**src/rtl/reg_ps_controller.sv**
```systemverilog
// Load/shift sequencer for a parallel/serial shift register: parallel word in, LSB-first serial out,
// serial word captured into the same register. Define REG_PS_PARITY_EN to append an even-parity bit.
module reg_ps_controller #(
    parameter int NBITS_DATA = 4
) (
    input  logic                  clk,
    input  logic                  reset,
    input  logic                  tx_valid,
    output logic                  tx_ready,
    input  logic [NBITS_DATA-1:0] tx_data,
    input  logic                  ser_in,
    output logic                  ser_out,
    output logic                  ser_en,
    output logic                  rx_valid,
    output logic [NBITS_DATA-1:0] rx_data,
    output logic                  busy,
    output logic                  par_err
);
    localparam int CW = $clog2(NBITS_DATA);

`ifdef REG_PS_PARITY_EN
    typedef enum logic [1:0] {IDLE, SHIFT, PARITY} state_t;
`else
    typedef enum logic [1:0] {IDLE, SHIFT} state_t;
`endif

    state_t                state, state_nxt;
    logic [NBITS_DATA-1:0] sreg;
    logic [CW-1:0]         cnt;
    logic                  load, shift, done;
    logic                  cnt_last;
    logic                  ptx_bit;

    assign cnt_last = (cnt == CW'(NBITS_DATA - 1));

    always_ff @(posedge clk or posedge reset) begin
        if (reset) state <= IDLE;
        else       state <= state_nxt;
    end

    always_comb begin
        state_nxt = state;
        tx_ready  = 1'b0;
        ser_en    = 1'b0;
        ser_out   = 1'b0;
        load      = 1'b0;
        shift     = 1'b0;
        done      = 1'b0;
        case (state)
            IDLE: begin
                tx_ready = 1'b1;
                if (tx_valid) begin
                    load      = 1'b1;
                    state_nxt = SHIFT;
                end
            end
            SHIFT: begin
                ser_en  = 1'b1;
                ser_out = sreg[0];
                shift   = 1'b1;
                if (cnt_last) begin
`ifdef REG_PS_PARITY_EN
                    state_nxt = PARITY;
`else
                    done      = 1'b1;
                    state_nxt = IDLE;
`endif
                end
            end
`ifdef REG_PS_PARITY_EN
            PARITY: begin
                ser_en    = 1'b1;
                ser_out   = ptx_bit;
                done      = 1'b1;
                state_nxt = IDLE;
            end
`endif
            default: state_nxt = IDLE;
        endcase
    end

    assign busy = (state != IDLE);

    // Outgoing bits leave from bit 0 while incoming bits enter at the MSB.
    always_ff @(posedge clk or posedge reset) begin
        if (reset) begin
            sreg     <= '0;
            cnt      <= '0;
            rx_valid <= 1'b0;
            rx_data  <= '0;
        end else begin
            rx_valid <= done;
            if (load) begin
                sreg <= tx_data;
                cnt  <= '0;
            end else if (shift) begin
                sreg <= {ser_in, sreg[NBITS_DATA-1:1]};
                cnt  <= cnt + 1'b1;
            end
`ifdef REG_PS_PARITY_EN
            if (done) rx_data <= sreg;
`else
            if (done) rx_data <= {ser_in, sreg[NBITS_DATA-1:1]};
`endif
        end
    end

`ifdef REG_PS_PARITY_EN
    logic ptx, par_err_q;

    always_ff @(posedge clk or posedge reset) begin
        if (reset) begin
            ptx       <= 1'b0;
            par_err_q <= 1'b0;
        end else begin
            if (load) ptx <= ^tx_data;
            if (done) par_err_q <= (ser_in != ^sreg);
        end
    end

    assign ptx_bit = ptx;
    assign par_err = par_err_q;
`else
    assign ptx_bit = 1'b0;
    assign par_err = 1'b0;
`endif

endmodule
```
**config.mk**
```make
export PLATFORM = sky130hd
export DESIGN_NAME = reg_ps_controller
export DESIGN_NICKNAME = d
export VERILOG_FILES = /design/src/rtl/reg_ps_controller.sv
export SDC_FILE = /design/constraint.sdc
export NUM_CORES = 1
export LEC_CHECK = 0
export BUFFER_PORTS_ARGS = -buffer_cell sky130_fd_sc_hd__buf_2
export CORE_AREA = 2 2 39 41
export DETAILED_ROUTE_END_ITERATION = 10
export DIE_AREA = 0 0 41 43
export GPL_TIMING_DRIVEN = 0
export HOLD_SLACK_MARGIN = 0.06
export PLACE_DENSITY = 0.7
export RECOVER_POWER = 25
export SYNTH_ARGS = -nofsm -noshare
export SYNTH_HDL_FRONTEND = slang
export SYNTH_SLANG_ARGS = --single-unit
export TNS_END_PERCENT = 5
```
**constraint.sdc**
```tcl
create_clock -name clk -period 1.72 [get_ports clk]
set_input_delay 0.172 -clock clk [delete_from_list [all_inputs] [get_ports clk]]
set_output_delay 0.172 -clock clk [all_outputs]
set_load 0.01 [all_outputs]
```
==> key figures, run 1 <==
Synthesis
  • Synth top area cells: dfrtp_1, mux2_4, mux2i_1
  • Area share of the largest cell type after synthesis: 54.8%
  • Netlist cell types: 17
  • Synth Net Count: 54
  • Mux contribution to synthesized area: 18.3%
  • Syn avg cell area: 12.2 um2
  • Post-Synth XOR/XNOR Area: 0%
  • Sequential element share of the synthesized area: 54.8%
  • Adder-cell share of the synthesized area: 2.28%
  • Main combinational cell family by area after synthesis: multiplexers
  • Simple-gate share of the synthesized area: a little under a tenth
  • Area leader, netlist: dfrtp_1
  • Synth Area in Compound Gates: 6.85%
  • Mapped Area: 548 um2
  • Synth warnings: 0
  • Flops & latches, synth: 12
  • Post-Syn Instances: 45

Power and ir drop
  • VDD IR max: around 640 uV
  • Net Switching: 400 uW
  • PD cells: 1750 mW/mm2
  • Sequential share of power: between 40% and 50%
  • Comb pwr share: 39.1%
  • Internal cell power: 808 uW
  • Switch share: between 30% and 40%
  • LEAKAGE: around 0.38 nW
  • Power, Total: 1.21 mW
  • Clk pwr share: 18.5%

Setup path
  • Setup crit start kind: flop
  • CP Max Fanout: 10
  • Crit path DAT: 1.28 ns
  • Endpoint class of the critical path: primary output
  • WS Path Type: reg -> out
  • Req. time, crit path: 1.55 ns

Drt
  • Post-route ant nets: 0
  • Final Routed Wirelength: 903 um
  • Vias: 377
  • Detailed Routing Iterations Pass 1: 2
  • DR DRC count: 0
  • Vias/cell: 4.65
  • DRT iter0 DRCs: 3
  • Routed len/inst: 11.1 um

Timing
  • Shortest period the worst path allows: 1.46 ns
  • Final Setup Violations: 0
  • Final period util: 84.6%
  • Max Clock Skew: between 0.002 and 0.0025 ns
  • Setup TNS: 0 ns
  • Hold Vio Cnt, Final: 0
  • Highest Clock Rate: roughly 690 MHz
  • Worst hold slack: roughly 0.13 ns
  • Slew Viols, Final: 0
  • RSZ-0062 raised after global routing: false

Floorplan
  • Die height: 43 um
  • Die area: 0.00176 mm2
  • Cell Rows: 14
  • Top Ports: 18
  • Initial core utilization: roughly two fifths
  • Total core area: 0.00138 mm2
  • Die W: about 41 um

Final layout
  • Nets: 75
  • Layout cells sized above 1: 43.1%
  • Fillers: around 130
  • Final antenna diode count: 0
  • Layout Area Growth over Synthesis: 25.8%

Clock network
  • Clk root buf: clkbuf_4
  • Inserted Clock Buffers: 3
  • Clock-pin slew on the worst setup and hold paths: 0.08 ns
  • H-tree level count: 1
  • CTS sink count: 12
  • Skew-Pair Late Insertion Delay: approximately 0.27 ns
  • CTS Buffer Depth: 2
  • TritonCTS clock tree: done

Placed design
  • Port bufs: 15
  • Final GP Congestion: 0.672
  • HPWL reported at the end of detailed placement: 690 um

Global routing
  • Initial antenna violation count: 0
  • Largest net degree at the start of global routing: 13
  • Global-route wire length before repair: 1.57 mm
  • GR Overflow Total: 0
  • Total track usage: 13.7%
  • Vias in the first global route: 375

Run
  • Max-cap violation count: 0

Outcome
  • Status: complete, no violations

Min path
  • Min-delay worst type: in -> reg
final timing paths:
kind,from,slack (ns),depth (start not counted),end
setup / recovery,state[0]$_DFFE_PP0P_,0.26,3,ser_out
hold / removal,ser_in,0.13,3,sreg[3]$_DFFE_PP0P_
setup reg to reg,cnt[0]$_DFFE_PP0P_,0.55,3,rx_data[3]$_DFFE_PP0P_
hold reg to reg,cnt[0]$_DFFE_PP0P_,0.47,1,cnt[0]$_DFFE_PP0P_
max in group asynchronous,reset,0.98,3,rx_data[0]$_DFFE_PP0P_
min in group asynchronous,reset,0.44,3,rx_valid$_DFF_PP0_
cell usage in the layout (no fill, tap or decap):
| cell | count |
|---|---|
| buf_2 | 16 |
| dfrtp_1 | 12 |
| nand2_1 | 5 |
| o21ai_0 | 5 |
| mux2i_1 | 4 |
| mux2_4 | 4 |
| inv_1 | 3 |
| clkbuf_4 | 3 |
| buf_4 | 2 |
| buf_6 | 1 |
| nand2_4 | 1 |
| o21a_1 | 1 |
| nand2b_1 | 1 |
| and2_1 | 1 |
| or3b_1 | 1 |
| o21ai_1 | 1 |
| ha_1 | 1 |
| conb_1 | 1 |
| clkbuf_8 | 1 |
| dlygate4sd3_1 | 1 |
cell usage after synthesis:
cell type  number
and2_1          1
nand2_1         5
dfrtp_1        12
or3b_1          1
o21ai_1         1
nand2b_1        1
buf_4           2
ha_1            1
mux2i_1         4
buf_6           1
mux2_4          4
o21ai_0         5
inv_1           3
o21a_1          1
nand2_4         1
conb_1          1
buf_2           1
power groups by stage:
stage | Sequential [mW] | Clock (mW) | Combinational [mW]
global placement | 0.511 | 0 | 0.464
floorplan | 0.529 | 0 | 0.312
detailed placement | 0.517 | 0 | 0.479
finish | 0.513 | 0.223 | 0.472
CTS | 0.514 | 0.227 | 0.480
global route | 0.533 | 0.244 | 0.544
timing repair:
action | 4_1_cts | 5_1_grt
resized for setup | 0 | 0
hold endpoints to repair | 12 | 0
hold buffers | 1 | 0
buffers inserted | 0 | 0
worst max-delay path: stages (launching register included):
cell     delay (ns)
dfrtp_1        0.50
buf_2          0.25
and2_1         0.15
buf_2          0.12
flip-flops by register name (all words and copies together) (netlist names):
name,flops
rx_data,4
cnt,2
state,1
sreg,4
rx_valid,1
final cells by class:
cell class | instances | area [um2] | share of cell area, %
buffer | 4 | 31.3 | 4.54
timing repair buffer | 16 | 85.1 | 12.3
sequential | 12 | 300 | 43.6
tap | 16 | 20.0 | 2.90
clock buffer | 4 | 36.3 | 5.26
multi-input combinational | 26 | 205 | 29.8
inverter | 3 | 11.3 | 1.63
metal layers:
| layer | vias to the layer above | share of wire (%) | GRT usage [%] | wire length [um] |
|---|---|---|---|---|
| met3 | 2 | 3.4 | 3.14 | 31 |
| met1 | 178 | 47 | 16.2 | 423 |
| li1 | 185 | - | - | - |
| met2 | 12 | 48 | 20.6 | 429 |
| met5 | - | 0 | 0 | 0 |
| met4 | 0 | 2.1 | 10.0 | 19 |
per-stage QoR:
step	cell area (um2)	instances	setup slack [ns]	utilization (%)
floorplan	548	45	0.603	-
global placement	643	76	0.568	46.5
detailed placement	643	76	0.554	46.5
CTS	689	81	0.259	49.8
global route	689	81	0.184	49.8
finish	689	81	0.264	49.8
logic make-up after synthesis:
group           after synthesis
simple gates                  9
mux                           8
fa+ha+maj                     1
flops                        12
buf+inv                       7
other cells                   1
compound gates                7
Power figures use the tool's default switching activity.
==> inputs of run 2 (changes only) <==
--- a/config.mk
+++ b/config.mk
@@ -5,13 +5,14 @@
 export SDC_FILE = /design/constraint.sdc
 export NUM_CORES = 1
 export LEC_CHECK = 0
+export ABC_AREA = 1
 export BUFFER_PORTS_ARGS = -buffer_cell sky130_fd_sc_hd__buf_2
 export CORE_AREA = 2 2 39 41
 export DETAILED_ROUTE_END_ITERATION = 10
 export DIE_AREA = 0 0 41 43
 export GPL_TIMING_DRIVEN = 0
 export HOLD_SLACK_MARGIN = 0.06
-export PLACE_DENSITY = 0.7
+export PLACE_DENSITY = 0.68
 export RECOVER_POWER = 25
 export SYNTH_ARGS = -nofsm -noshare
 export SYNTH_HDL_FRONTEND = slang
==> constraint.sdc (replaced) <==
create_clock -name clk -period 1.4 [get_ports clk]
set_input_delay 0.14 -clock clk [delete_from_list [all_inputs] [get_ports clk]]
set_output_delay 0.14 -clock clk [all_outputs]
set_load 0.01 [all_outputs]
==> key figures, run 2 <==
Drt
  • Vias/cell: 4.65 (about the same)
  • DR DRC count: 0 (unchanged)
  • Routed len/inst: 10.0 um (was 11.1 um)
  • Post-route ant nets: 0 (unchanged)
  • Final Routed Wirelength: 944 um (was 903 um)
  • Detailed Routing Iterations Pass 1: 3 (was 2)
  • Vias: 437 (was 377)
  • DRT iter0 DRCs: 1 (was 3)

Final layout
  • Area occupied by multi-input gates: 185 um2 (was 205 um2)
  • Layout cells sized above 1: 34.6% (was 43.1%)
  • FF+latch area: 300 um2 (unchanged)
  • Fillers: 141 (was 128)
  • Final antenna diode count: 0 (unchanged)
  • Fin cells: 94 (was 81)
  • Layout Area Growth over Synthesis: 25.2% (was 25.8%)
  • Nets: 89 (was 75)
  • Commonest non-fill, non-tap cell in the layout: nand2_1 (was buf_2)
  • Most frequent cells in the layout: nand2_1, buf_2, dfrtp_1, nand3_1, clkbuf_4 (was buf_2, dfrtp_1, nand2_1, o21ai_0)
  • Largest regs: rx_data: 4 flops, sreg: 4 flops, cnt: 2 flops (unchanged)

Power and ir drop
  • Internal cell power: 858 uW (was 808 uW)
  • Comb pwr share: 41.1% (was 39.1%)
  • Switch share: 38.1% (was 33.1%)
  • VDD IR max: 636 uV (about the same)
  • LEAKAGE: 0.374 nW (was 0.380 nW)
  • Net Switching: 528 uW (was 400 uW)
  • Sequential share of power: 43.8% (was 42.4%)
  • Clk pwr share: 15.1% (was 18.5%)
  • PD cells: 2100 mW/mm2 (was 1750 mW/mm2)

Timing
  • Final period util: 86.7%
  • RSZ-0062 raised after global routing: false (unchanged)
  • Shortest period the worst path allows: roughly 1.2 ns
  • Final Setup Violations: 0 (unchanged)
  • Slew Viols, Final: 0 (unchanged)
  • Setup TNS: 0 ns (unchanged)
  • Max Clock Skew: 0.00265 ns (was 0.00207 ns)
  • Hold Vio Cnt, Final: 0 (unchanged)
  • Highest Clock Rate: 824 MHz

Placed design
  • Cell count after placement: 90 (was 76)
  • Final GP Congestion: 0.683 (was 0.672)
  • HPWL reported at the end of detailed placement: 750 um (was 690 um)
  • Port bufs: 16 (was 15)

Synthesis
  • Mapped Area: 527 um2 (was 548 um2)
  • Synth top area cells: dfrtp_1, nand2_1, nand3_1 (was dfrtp_1, mux2_4, mux2i_1)
  • Synth warnings: 0 (unchanged)
  • EDFF count, synth: 0 (unchanged)
  • Top-count cell post-synth: nand2_1 (was dfrtp_1)
  • Main flop type after synthesis: dfrtp_1 (unchanged)
  • Netlist cell types: 13 (was 17)
  • Synth Net Count: 67 (was 54)
  • Syn avg cell area: 9.08 um2 (was 12.2 um2)
  • Area leader, netlist: dfrtp_1 (unchanged)
  • Area share of the largest cell type after synthesis: 57.0% (was 54.8%)
  • Sequential element share of the synthesized area: 57.0% (was 54.8%)
  • Synth cell count leaders: nand2_1, dfrtp_1, nand3_1 (was dfrtp_1, nand2_1, o21ai_0, mux2_4, mux2i_1)
  • Async SR Flop Fraction: 100% (unchanged)
  • Post-Syn Instances: 58 (was 45)
  • Flops & latches, synth: 12 (unchanged)

Setup path
  • Crit path DAT: 1.07 ns (was 1.28 ns)
  • WS Path Type: reg -> out (unchanged)
  • CP Max Fanout: 9 (was 10)
  • Endpoint class of the critical path: primary output (unchanged)
  • Setup crit start kind: flop (unchanged)
  • Worst R2R Start: cnt[0]$_DFFE_PP0P_ (unchanged)
  • Req. time, crit path: 1.26 ns (was 1.55 ns)
  • CP Launch Point: state[0]$_DFFE_PP0P_ (unchanged)

Min path
  • Min-delay worst type: in -> reg (unchanged)
  • Hold Crit Start: ser_in (unchanged)

Floorplan
  • Total core area: 0.00138 mm2 (unchanged)
  • Top Ports: 18 (unchanged)
  • Die W: 41 um (unchanged)
  • Die height: 43 um (unchanged)
  • Cell Rows: 14 (unchanged)
  • Die area: 0.00176 mm2 (unchanged)
  • Initial core utilization: 38.1% (was 39.6%)

Clock network
  • Post-CTS Resized: 0 (unchanged)
  • CTS Buffer Depth: 2 (unchanged)
  • TritonCTS clock tree: done (unchanged)
  • Setup Buffers After CTS: 0 (unchanged)
  • CTS Hold Buffers Added: 1 (unchanged)
  • Clk root buf: clkbuf_4 (unchanged)
  • H-tree level count: 1 (unchanged)
  • Skew-Pair Late Insertion Delay: 0.27 ns (about the same)
  • Clock-pin slew on the worst setup and hold paths: 0.06 ns (was 0.08 ns)
  • CTS sink count: 12 (unchanged)
  • Inserted Clock Buffers: 3 (unchanged)

Global routing
  • Global-route wire length before repair: 1.50 mm (was 1.57 mm)
  • Initial antenna violation count: 0 (unchanged)
  • Largest net degree at the start of global routing: 13 (unchanged)
  • Total track usage: 13.4% (was 13.7%)
  • Vias in the first global route: 364 (was 375)
  • GR Overflow Total: 0 (unchanged)

Run
  • Max-cap violation count: 0 (unchanged)

Outcome
  • Status: complete, no violations (unchanged)
[run 2: changes by cell type after synthesis, moves of 2 or more]
cell	delta
o21ai_0	-5
mux2i_1	-4
inv_2	+2
nand3_1	+8
nand2_1	+20
mux2_4	-4
[run 2: path summary, 6_finish.rpt]
kind | cells after the start | to | slack [ns]
hold reg to reg | 1 | cnt[0]$_DFFE_PP0P_ | 0.48
min in group asynchronous | 3 | rx_data[0]$_DFFE_PP0P_ | 0.39
max in group asynchronous | 3 | state[0]$_DFFE_PP0P_ | 0.71
setup reg to reg | 5 | rx_data[2]$_DFFE_PP0P_ | 0.39
hold / removal | 3 | rx_data[3]$_DFFE_PP0P_ | 0.09
setup / recovery | 3 | tx_ready | 0.19
[run 2: power groups by stage]
stage / clock, mW / combinational [mW] / sequential (mW)
2_1_floorplan: 0 / 0.364 / 0.634
3_3_place_gp: 0 / 0.565 / 0.604
3_5_place_dp: 0 / 0.586 / 0.615
4_1_cts: 0.213 / 0.589 / 0.609
5_1_grt: 0.226 / 0.650 / 0.630
6_report: 0.209 / 0.570 / 0.607
[run 2: kinds of logic after synthesis]
group           count (synthesis)  share of synthesized area, %
simple gates                   36                          30.4
fa+ha+maj                       1                          2.37
buf+inv                         7                          7.84
flops                          12                          57.0
other cells                     1                         0.712
compound gates                  1                          1.66
[run 2: final cells by class]
class	count	area share [%]
buffer	3	3.98
clock buffer	3	3.42
inverter	4	2.28
multi-input combinational	39	28.1
sequential	12	45.5
tap	16	3.04
timing repair buffer	17	13.7
[run 2: per-layer routing]
metal	global-route usage, %	part of all wire (%)
met1	14.3	40
met2	20.3	48
met3	3.14	7.3
met4	12.0	4.4
met5	0	0
[run 2: per-stage QoR]
| stage | hold WS, ns | cell area [um2] | setup WS [ns] | utilization, % | power [mW] |
|---|---|---|---|---|---|
| floorplan | 0.00470 | 527 | 0.453 | - | 0.999 |
| global placement | 0.156 | 627 | 0.394 | 45.3 | 1.17 |
| detailed placement | 0.160 | 627 | 0.390 | 45.3 | 1.20 |
| CTS | 0.0888 | 659 | 0.168 | 47.6 | 1.41 |
| global route | 0.101 | 659 | 0.142 | 47.6 | 1.51 |
| finish | 0.0881 | 659 | 0.186 | 47.6 | 1.39 |
[run 2: critical path, stage by stage (launching register included)]
cell	delay [ns]
dfrtp_1	0.40
buf_6	0.16
inv_2	0.10
buf_2	0.14
==> inputs of run 3 (changes only) <==
--- a/config.mk
+++ b/config.mk
@@ -6,14 +6,15 @@
 export NUM_CORES = 1
 export LEC_CHECK = 0
 export ABC_AREA = 1
-export BUFFER_PORTS_ARGS = -buffer_cell sky130_fd_sc_hd__buf_2
 export CORE_AREA = 2 2 39 41
 export DETAILED_ROUTE_END_ITERATION = 10
 export DIE_AREA = 0 0 41 43
+export DONT_BUFFER_PORTS = 1
 export GPL_TIMING_DRIVEN = 0
 export HOLD_SLACK_MARGIN = 0.06
-export PLACE_DENSITY = 0.68
+export PLACE_DENSITY = 0.57
 export RECOVER_POWER = 25
+export REMOVE_ABC_BUFFERS = 1
 export SYNTH_ARGS = -nofsm -noshare
 export SYNTH_HDL_FRONTEND = slang
 export SYNTH_SLANG_ARGS = --single-unit
==> key figures, run 3 (synthesized netlist as in run 2, its figures left out) <==
Outcome
  • Status: complete, no violations (unchanged)

Drt
  • Vias: 397 (was 437)
  • Post-route ant nets: 0 (unchanged)
  • Routed len/inst: 12.0 um (was 10.0 um)
  • Detailed Routing Iterations Pass 1: 3 (unchanged)
  • DR DRC count: 0 (unchanged)
  • Final Routed Wirelength: 985 um (was 944 um)
  • DRT iter0 DRCs: 10 (was 1)
  • Vias/cell: 4.84 (was 4.65)

Global routing
  • Largest net degree at the start of global routing: 13 (unchanged)
  • Initial antenna violation count: 0 (unchanged)
  • Total track usage: 14.0% (was 13.4%)
  • Global-route wire length before repair: 1.61 mm (was 1.50 mm)
  • Vias in the first global route: 360 (was 364)
  • GR Overflow Total: 0 (unchanged)

Clock network
  • CTS Buffer Depth: 2 (unchanged)
  • Inserted Clock Buffers: 3 (unchanged)
  • Clock-pin slew on the worst setup and hold paths: 0.07 ns (was 0.06 ns)
  • TritonCTS clock tree: done (unchanged)
  • Clk root buf: clkbuf_4 (unchanged)
  • Setup Buffers After CTS: 0 (unchanged)
  • H-tree level count: 1 (unchanged)
  • Skew-Pair Late Insertion Delay: 0.27 ns (about the same)
  • CTS sink count: 12 (unchanged)

Placed design
  • Final GP Congestion: 0.655 (was 0.683)
  • HPWL reported at the end of detailed placement: 700 um (was 750 um)
  • DP Area: 520 um2 (was 627 um2)
  • Cell count after placement: 71 (was 90)
  • Port bufs: 0 (was 16)

Final layout
  • Final antenna diode count: 0 (unchanged)
  • Area occupied by multi-input gates: 185 um2 (unchanged)
  • Nets: 76 (was 89)
  • Cell area after layout: 628 um2 (was 659 um2)
  • Commonest non-fill, non-tap cell in the layout: nand2_1 (unchanged)
  • FF+latch area: 302 um2 (was 300 um2)
  • Fin cells: 82 (was 94)
  • Layout Area Growth over Synthesis: 19.2% (was 25.2%)
  • Most frequent cells in the layout: nand2_1, dfrtp_1, nand3_1, dlygate4sd3_1, clkbuf_4 (was nand2_1, buf_2, dfrtp_1, nand3_1, clkbuf_4)
  • Layout cells sized above 1: 15.2% (was 34.6%)
  • Largest regs: rx_data: 4 flops, sreg: 4 flops, cnt: 2 flops (unchanged)
  • Fillers: 139 (was 141)

Run
  • Max-cap violation count: 0 (unchanged)

Timing
  • Highest Clock Rate: 847 MHz (was 824 MHz)
  • Shortest period the worst path allows: 1.18 ns (was 1.21 ns)
  • Final Setup Violations: 0 (unchanged)
  • Slew Viols, Final: 0 (unchanged)
  • Final period util: 84.3% (was 86.7%)
  • Hold Vio Cnt, Final: 0 (unchanged)
  • Max Clock Skew: 0.00122 ns (was 0.00265 ns)
  • Setup TNS: 0 ns (unchanged)
  • Worst hold slack: 0.311 ns (was 0.0881 ns)
  • RSZ-0062 raised after global routing: false (unchanged)

Floorplan
  • Die area: 0.00176 mm2 (unchanged)
  • Initial core utilization: 38.1% (unchanged)
  • Total core area: 0.00138 mm2 (unchanged)
  • Cell Rows: 14 (unchanged)
  • Die W: 41 um (unchanged)
  • Top Ports: 18 (unchanged)
  • Die height: 43 um (unchanged)

Setup path
  • CP Launch Point: state[0]$_DFFE_PP0P_ (unchanged)
  • WS Path Type: reg -> out (unchanged)
  • Endpoint class of the critical path: primary output (unchanged)
  • Setup crit start kind: flop (unchanged)
  • Req. time, crit path: 1.26 ns (about the same)
  • Worst R2R Start: cnt[0]$_DFFE_PP0P_ (unchanged)
  • Crit path DAT: 1.04 ns (was 1.07 ns)
  • CP Max Fanout: 11 (was 9)

Power and ir drop
  • Power, Total: 1.33 mW (was 1.39 mW)
  • PD cells: 2120 mW/mm2 (was 2100 mW/mm2)
  • VDD IR max: 870 uV (was 636 uV)
  • LEAKAGE: 0.323 nW (was 0.374 nW)

Min path
  • Min-delay worst type: in -> async (was in -> reg)
[run 3: cell count changes in the layout (fill, tap and decap cells not counted)]
cell | before | now
buf_4 | 2 | 0
dlygate4sd3_1 | 1 | 7
buf_6 | 1 | 0
dfrtp_2 | 0 | 1
clkbuf_8 | 0 | 1
dfrtp_1 | 12 | 11
buf_2 | 16 | 0
[run 3: worst paths after layout]
check / end / slack [ns] / depth (start not counted)
worst min register to register: cnt[1]$_DFFE_PP0P_ / 0.48 / 2
worst max-delay path: ser_out / 0.22 / 2
worst min-delay path: rx_data[2]$_DFFE_PP0P_ / 0.31 / 2
worst max register to register: rx_data[3]$_DFFE_PP0P_ / 0.35 / 5
min in group clk: cnt[1]$_DFFE_PP0P_ / 0.48 / 2
max in group asynchronous: state[0]$_DFFE_PP0P_ / 0.75 / 2
[run 3: power breakdown]
part	internal [mW]	switching [mW]	total [mW]
clock	0.158	0.114	0.272
combinational	0.146	0.211	0.356
sequential	0.510	0.193	0.703
total	0.813	0.518	1.33
[run 3: final cells by class]
class / count / share of cell area (%)
well taps: 16 / 3.19
inverters: 4 / 2.39
clock buffers: 4 / 5.78
multi-input cells: 39 / 29.5
flip-flops and latches: 12 / 48.0
repair buffers: 7 / 11.2
[run 3: what timing repair did]
item,CTS,global route
endpoints found under the setup margin,0,1
hold buffers,7,0
gates resized for setup,0,1
hold endpoints to repair,20,0
[run 3: per-stage QoR]
step	utilization (%)	setup WS [ns]
floorplan	-	0.334
global placement	37.6	0.196
detailed placement	37.6	0.183
CTS	45.3	0.0278
global route	45.4	0.159
finish	45.4	0.219
[run 3: per-layer routing]
metal	vias to the layer above	routed length (um)	GRT usage, %
li1	195	-	-
met1	185	467	19.1
met2	17	438	19.1
met3	0	79	8.90
met4	0	0	2.00
met5	-	0	0
[run 3: critical path, cell delays in order, from the launching register on]
cell     delay, ns
dfrtp_2       0.57
nand2_1       0.09
inv_1         0.11
